<file path="src/rtl/sseg_anode_scan_capture.sv">
// Monitor for a multiplexed common-anode 7-segment bus: waits for each
// digit's pattern to settle, decodes it back to hex + DP and holds it.
module sseg_anode_scan_capture #(
  parameter int NUM_DIGITS    = 4,
  parameter int STABLE_CYCLES = 16
) (
  input  logic                    Clk,
  input  logic                    Reset,
  input  logic [7:0]              SSeg,
  input  logic [NUM_DIGITS-1:0]   Anode,
  output logic [4*NUM_DIGITS-1:0] Digits,
  output logic [NUM_DIGITS-1:0]   DPs,
  output logic [NUM_DIGITS-1:0]   Valid,
  output logic                    Update,
  output logic [2:0]              UpdIdx,
  output logic                    CodeErr,
  output logic                    AnodeErr
);

  localparam int         SW  = NUM_DIGITS + 8;
  localparam logic [7:0] STB = 8'(STABLE_CYCLES);

  typedef enum logic [1:0] {
    IDLE  = 2'd0,
    TRACK = 2'd1,
    HOLD  = 2'd2
  } state_t;

  logic [7:0]            seg1_q, seg2_q;
  logic [NUM_DIGITS-1:0] an1_q, an2_q;

  state_t                state_q, state_d;
  logic [7:0]            cnt_q, cnt_d;
  logic [SW-1:0]         ref_q, ref_d;
  logic [2:0]            ridx_q, ridx_d;

  logic [SW-1:0]         samp;
  logic [3:0]            nz;
  logic [2:0]            sidx;
  logic                  legal, illegal, same, cap;
  logic [4:0]            dec;
  logic                  blank;

  logic [4*NUM_DIGITS-1:0] dig_q;
  logic [NUM_DIGITS-1:0]   dps_q, val_q;
  logic                    upd_q, cerr_q, aerr_q, ill_q;
  logic [2:0]              updidx_q;

  function automatic logic [4:0] dec7(input logic [6:0] g);
    logic [4:0] r;
    r = 5'h00;
    case (g)
      7'b0000001: r = 5'h10;
      7'b1001111: r = 5'h11;
      7'b0010010: r = 5'h12;
      7'b0000110: r = 5'h13;
      7'b1001100: r = 5'h14;
      7'b0100100: r = 5'h15;
      7'b0100000: r = 5'h16;
      7'b0001111: r = 5'h17;
      7'b0000000: r = 5'h18;
      7'b0000100: r = 5'h19;
      7'b0001000: r = 5'h1A;
      7'b1100000: r = 5'h1B;
      7'b0110001: r = 5'h1C;
      7'b1000010: r = 5'h1D;
      7'b0110000: r = 5'h1E;
      7'b0111000: r = 5'h1F;
      default:    r = 5'h00;
    endcase
    return r;
  endfunction

  // Reset to all-ones so the bus looks idle until real samples arrive
  always_ff @(posedge Clk) begin
    if (Reset) begin
      seg1_q <= '1;
      seg2_q <= '1;
      an1_q  <= '1;
      an2_q  <= '1;
    end else begin
      seg1_q <= SSeg;
      seg2_q <= seg1_q;
      an1_q  <= Anode;
      an2_q  <= an1_q;
    end
  end

  always_comb begin
    nz   = '0;
    sidx = '0;
    for (int i = 0; i < NUM_DIGITS; i++) begin
      if (!an2_q[i]) begin
        nz   = nz + 4'd1;
        sidx = 3'(i);
      end
    end
  end

  assign samp    = {an2_q, seg2_q};
  assign legal   = (nz == 4'd1);
  assign illegal = (nz > 4'd1);
  assign same    = (samp == ref_q);

  always_comb begin
    state_d = state_q;
    cnt_d   = cnt_q;
    ref_d   = ref_q;
    ridx_d  = ridx_q;
    cap     = 1'b0;
    unique case (state_q)
      IDLE: begin
        if (legal) begin
          state_d = TRACK;
          cnt_d   = 8'd1;
          ref_d   = samp;
          ridx_d  = sidx;
        end
      end
      TRACK, HOLD: begin
        cap = (state_q == TRACK) && (cnt_q == STB);
        if (legal && same) begin
          if (state_q == TRACK && !cap) cnt_d = cnt_q + 8'd1;
          else state_d = HOLD;
        end else if (legal) begin
          state_d = TRACK;
          cnt_d   = 8'd1;
          ref_d   = samp;
          ridx_d  = sidx;
        end else begin
          state_d = IDLE;
          cnt_d   = 8'd0;
        end
      end
      default: begin
        state_d = IDLE;
        cnt_d   = 8'd0;
      end
    endcase
  end

  always_ff @(posedge Clk) begin
    if (Reset) begin
      state_q <= IDLE;
      cnt_q   <= '0;
      ref_q   <= '1;
      ridx_q  <= '0;
    end else begin
      state_q <= state_d;
      cnt_q   <= cnt_d;
      ref_q   <= ref_d;
      ridx_q  <= ridx_d;
    end
  end

  assign dec   = dec7(ref_q[7:1]);
  assign blank = (ref_q[7:1] == 7'h7F);

  always_ff @(posedge Clk) begin
    if (Reset) begin
      dig_q    <= '0;
      dps_q    <= '0;
      val_q    <= '0;
      upd_q    <= 1'b0;
      cerr_q   <= 1'b0;
      aerr_q   <= 1'b0;
      ill_q    <= 1'b0;
      updidx_q <= '0;
    end else begin
      upd_q  <= cap;
      cerr_q <= cap && !dec[4] && !blank;
      aerr_q <= illegal && !ill_q;
      ill_q  <= illegal;
      if (cap) begin
        updidx_q <= ridx_q;
        for (int i = 0; i < NUM_DIGITS; i++) begin
          if (ridx_q == 3'(i)) begin
            if (dec[4]) begin
              dig_q[4*i +: 4] <= dec[3:0];
              dps_q[i]        <= ~ref_q[0];
              val_q[i]        <= 1'b1;
            end else begin
              val_q[i] <= 1'b0;
              if (blank) dps_q[i] <= ~ref_q[0];
            end
          end
        end
      end
    end
  end

  assign Digits   = dig_q;
  assign DPs      = dps_q;
  assign Valid    = val_q;
  assign Update   = upd_q;
  assign UpdIdx   = updidx_q;
  assign CodeErr  = cerr_q;
  assign AnodeErr = aerr_q;

endmodule

</file>
<file path="config.mk">
export PLATFORM = sky130hd
export DESIGN_NAME = sseg_anode_scan_capture
export DESIGN_NICKNAME = d
export VERILOG_FILES = /design/src/rtl/sseg_anode_scan_capture.sv
export SDC_FILE = /design/constraint.sdc
export NUM_CORES = 1
export LEC_CHECK = 0
export CAP_MARGIN = 15
export CORE_AREA = 2 2 88 90
export CTS_CLUSTER_SIZE = 16
export DETAILED_ROUTE_END_ITERATION = 16
export DIE_AREA = 0 0 90 92
export GPL_TIMING_DRIVEN = 0
export PLACE_DENSITY = 0.72
export SYNTH_ARGS = -nofsm -noshare
export SYNTH_HDL_FRONTEND = slang
export SYNTH_SLANG_ARGS = --single-unit
</file>
<file path="constraint.sdc">
create_clock -name Clk -period 3.9 [get_ports Clk]
set_input_delay 0.78 -clock Clk [delete_from_list [all_inputs] [get_ports Clk]]
set_output_delay 0.78 -clock Clk [all_outputs]
set_load 0.005 [all_outputs]
</file>
==> out/metrics.cfg <==
[floorplanning]
io_pins = 44
core-area_um2 = 7450
die_y_um = 92
placementRows = 32
dieArea_um2 = 8280
fp.dieW_um = 90
start_util_pct = 48.1

[hold_path]
hold_path_class = flip-flop to flip-flop
whs_path_depth = 1
hp-start = ill_q
whs_endpoint = AnodeErr

[clock_network]
cts_max_path_buffers = 2
clk_pin_slew_ns = 0.08
postCtsHoldBufs = 0
post-cts-setup-buffers = 0
cts_tree = done
ctsResizeCount = 0
cts_sinks = 78
root_buffer = clkbuf_8
insertion_delay_ns = 0.34
numCtsBuffers = 9
htreeDepth = 3

[global_routing]
overflow = 0
grt_pass1_vias = 2823
grt_start_max_net_pins = 13
grt_util_all_layers_pct = 19.0
antenna_found_initial = 0
grt_pass1_wl_mm = 13.0

[finish]
final_core_util_pct = 58.3
area_growth_pct = 21.3
nets = 469
n_antenna_cell = 0
drive_gt1_share_pct = 13.3

[synth]
synth_top_area_share_pct = 43.6
syn_area_um2 = 3580
syn-num-nets = 417
synth_common_cells = dfxtp_1, nand2_1, nor2_1, or2_2, a21oi_1
synthArstFlopShare_pct = 0
yosysUniqueCellTypes = 63
synthTopCellsByArea = dfxtp_1, or2_2, xnor2_1
synth.most_common_cell = dfxtp_1
ys_ff_latch = 78
synth_ff_type = dfxtp_1
synth_area_leader_cell = dfxtp_1
synth_edf_count = 0
synth_warnings = 0
syn_avg_cell_area_um2 = 9.07
synth_cells = 395
seq_area_frac_synth_pct = 43.6

[flow_run]
cap_violations = 0

[placed_design]
globalplace.congestion = 0.888
dp_hpwl_mm = 5.53
dp_worst_setup_slack_ns = 1.05
io_buffers = 41

[pwr]
p_per_area_nw_per_um2 = 440
vdd_ir_drop_max_mv = 0.333
leakagePower_uw = 0.00163

[timing]
setup_viol = 0
finalHoldViolations = 0
max_slew_margin_pct = 48.0
grt_setup_unrepaired = no
slew_viol_final = 0
min_period_ns = 2.85
tightest_slew_ns = 0.769
tns_ns = 0
timing.final.crit_share_pct = 73.0
fin_ws_ns = 1.05
clock.fmax_mhz = 351
skew_ns = 0.00865

[setup_path]
slowest_stage = dfxtp_1
worst-endpoint-required_ns = 4.15
critPathArrivalTime_ns = 3.10
cp_max_fo = 10
worst-setup-path-type = flip-flop to flip-flop
worst_path_most_repeated_cell = ha_1
endpoint_kind = flip-flop
max_stage_delay_ns = 0.38
r2r_slack_ns = 1.05
cp_cell_sequence = inv_1 -> ha_1 -> xnor2_1 -> ha_1 -> nor2b_1 -> a31oi_1 -> nand3_1 -> a211o_1 -> buf_2 -> buf_1 -> o211ai_1
reg2reg_depth = 11
regToRegEndpoint = ref_q[9]
reg2reg_from = an2_q[0]
worstSetupStartpointType = flip-flop

[routing]
routed_wl_mm = 7.46
drt.antenna.violating_nets = 0
first_iter_violations = 132
vias = 2968
avgRoutedWirePerCell_um = 13.5
firstDrtPassIters = 4
remaining_drc_errors = 0
viasPerCell = 5.38

[outcome]
outcome = completed

worst max-delay path: cells and delay by family, from the launching register on:
| family | cells | cell delay [ns] |
|---|---|---|
| adder cells (fa/ha/maj) | 2 | 0.59 |
| flip-flops | 1 | 0.38 |
| AND/OR/NAND/NOR | 2 | 0.28 |
| AO/OA/AOI/OAI | 3 | 0.79 |
| XOR/XNOR | 1 | 0.24 |
| buffers and inverters | 3 | 0.49 |
metal layers:
metal	part of all wire [%]	GRT usage (%)	wire length, um
met4	1.1	8.21	79
met3	5.3	2.88	398
met1	46	24.2	3400
met5	0	0	0
met2	48	32.1	3590
cell usage in the layout, fill, tap and decap left out, drive strengths merged, types with 5 or more instances in the layout:
cell | synthesis | final
a211oi | 6 | 6
a21oi | 24 | 24
a22o | 5 | 5
a31oi | 11 | 11
and2 | 6 | 6
buf | 12 | 12
clkbuf | 15 | 24
clkdlybuf4s50 | 0 | 41
dfxtp | 78 | 78
ha | 8 | 8
inv | 13 | 13
mux2i | 13 | 13
nand2 | 34 | 34
nand2b | 5 | 5
nand3 | 5 | 5
nand4 | 6 | 6
nor2 | 27 | 27
nor3 | 17 | 17
o21ai | 12 | 12
or2 | 25 | 25
xnor2 | 15 | 15
final cells by class:
class	count	area [um^2]
Sequential cell	78	1560
Fill cell	703	3100
Tap cell	102	128
Timing Repair Buffer	41	410
Clock buffer	9	124
Buffer	27	123
Multi-Input combinational cell	277	1850
Clock inverter	5	100
Inverter	13	48.8
state kept, by name, summed over array words and instances (netlist names):
name / cells
AnodeErr: 1
DPs: 4
Valid: 4
cnt_q: 8
CodeErr: 1
Update: 1
Digits: 16
ill_q: 1
seg2_q: 8
UpdIdx: 2
state_q: 2
ridx_q: 2
ref_q: 12
an1_q: 4
seg1_q: 8
an2_q: 4
worst max-delay path by stage:
stage	from	endpoint	slack, ns
floorplan	an2_q[0]	ref_q[10]	1.37
global placement	an2_q[0]	ref_q[7]	1.12
detailed placement	an2_q[0]	ref_q[9]	1.05
CTS	an2_q[0]	ref_q[9]	1.04
global route	an2_q[0]	ref_q[6]	0.76
finish	an2_q[0]	ref_q[9]	1.05
cells by family after synthesis:
kind of cell,after synthesis,synth area share (%)
compound gates,89,17.2
mux,13,3.63
buf+inv,40,4.79
other cells,1,0.105
xor+xnor,16,3.91
fa+ha+maj,8,2.80
simple gates,150,23.9
flops,78,43.6
stage by stage:
| stage | instance area [um^2] | power, uW | hold slack, ns | instances |
|---|---|---|---|---|
| finish | 4340 | 1910 | 0.392 | 552 |
| global route | 4340 | 2010 | 0.417 | 552 |
| CTS | 4340 | 1920 | 0.396 | 552 |
| detailed placement | 4120 | 1240 | 0.385 | 538 |
| global placement | 4120 | 1230 | 0.380 | 538 |
| floorplan | 3580 | 1150 | 0.376 | 395 |
power breakdown:
group | switching (uW) | total [uW] | internal, uW
combinational | 216 | 351 | 135
clock | 277 | 693 | 416
sequential | 31.7 | 868 | 837
No activity file was read; power rests on OpenSTA's default activity.
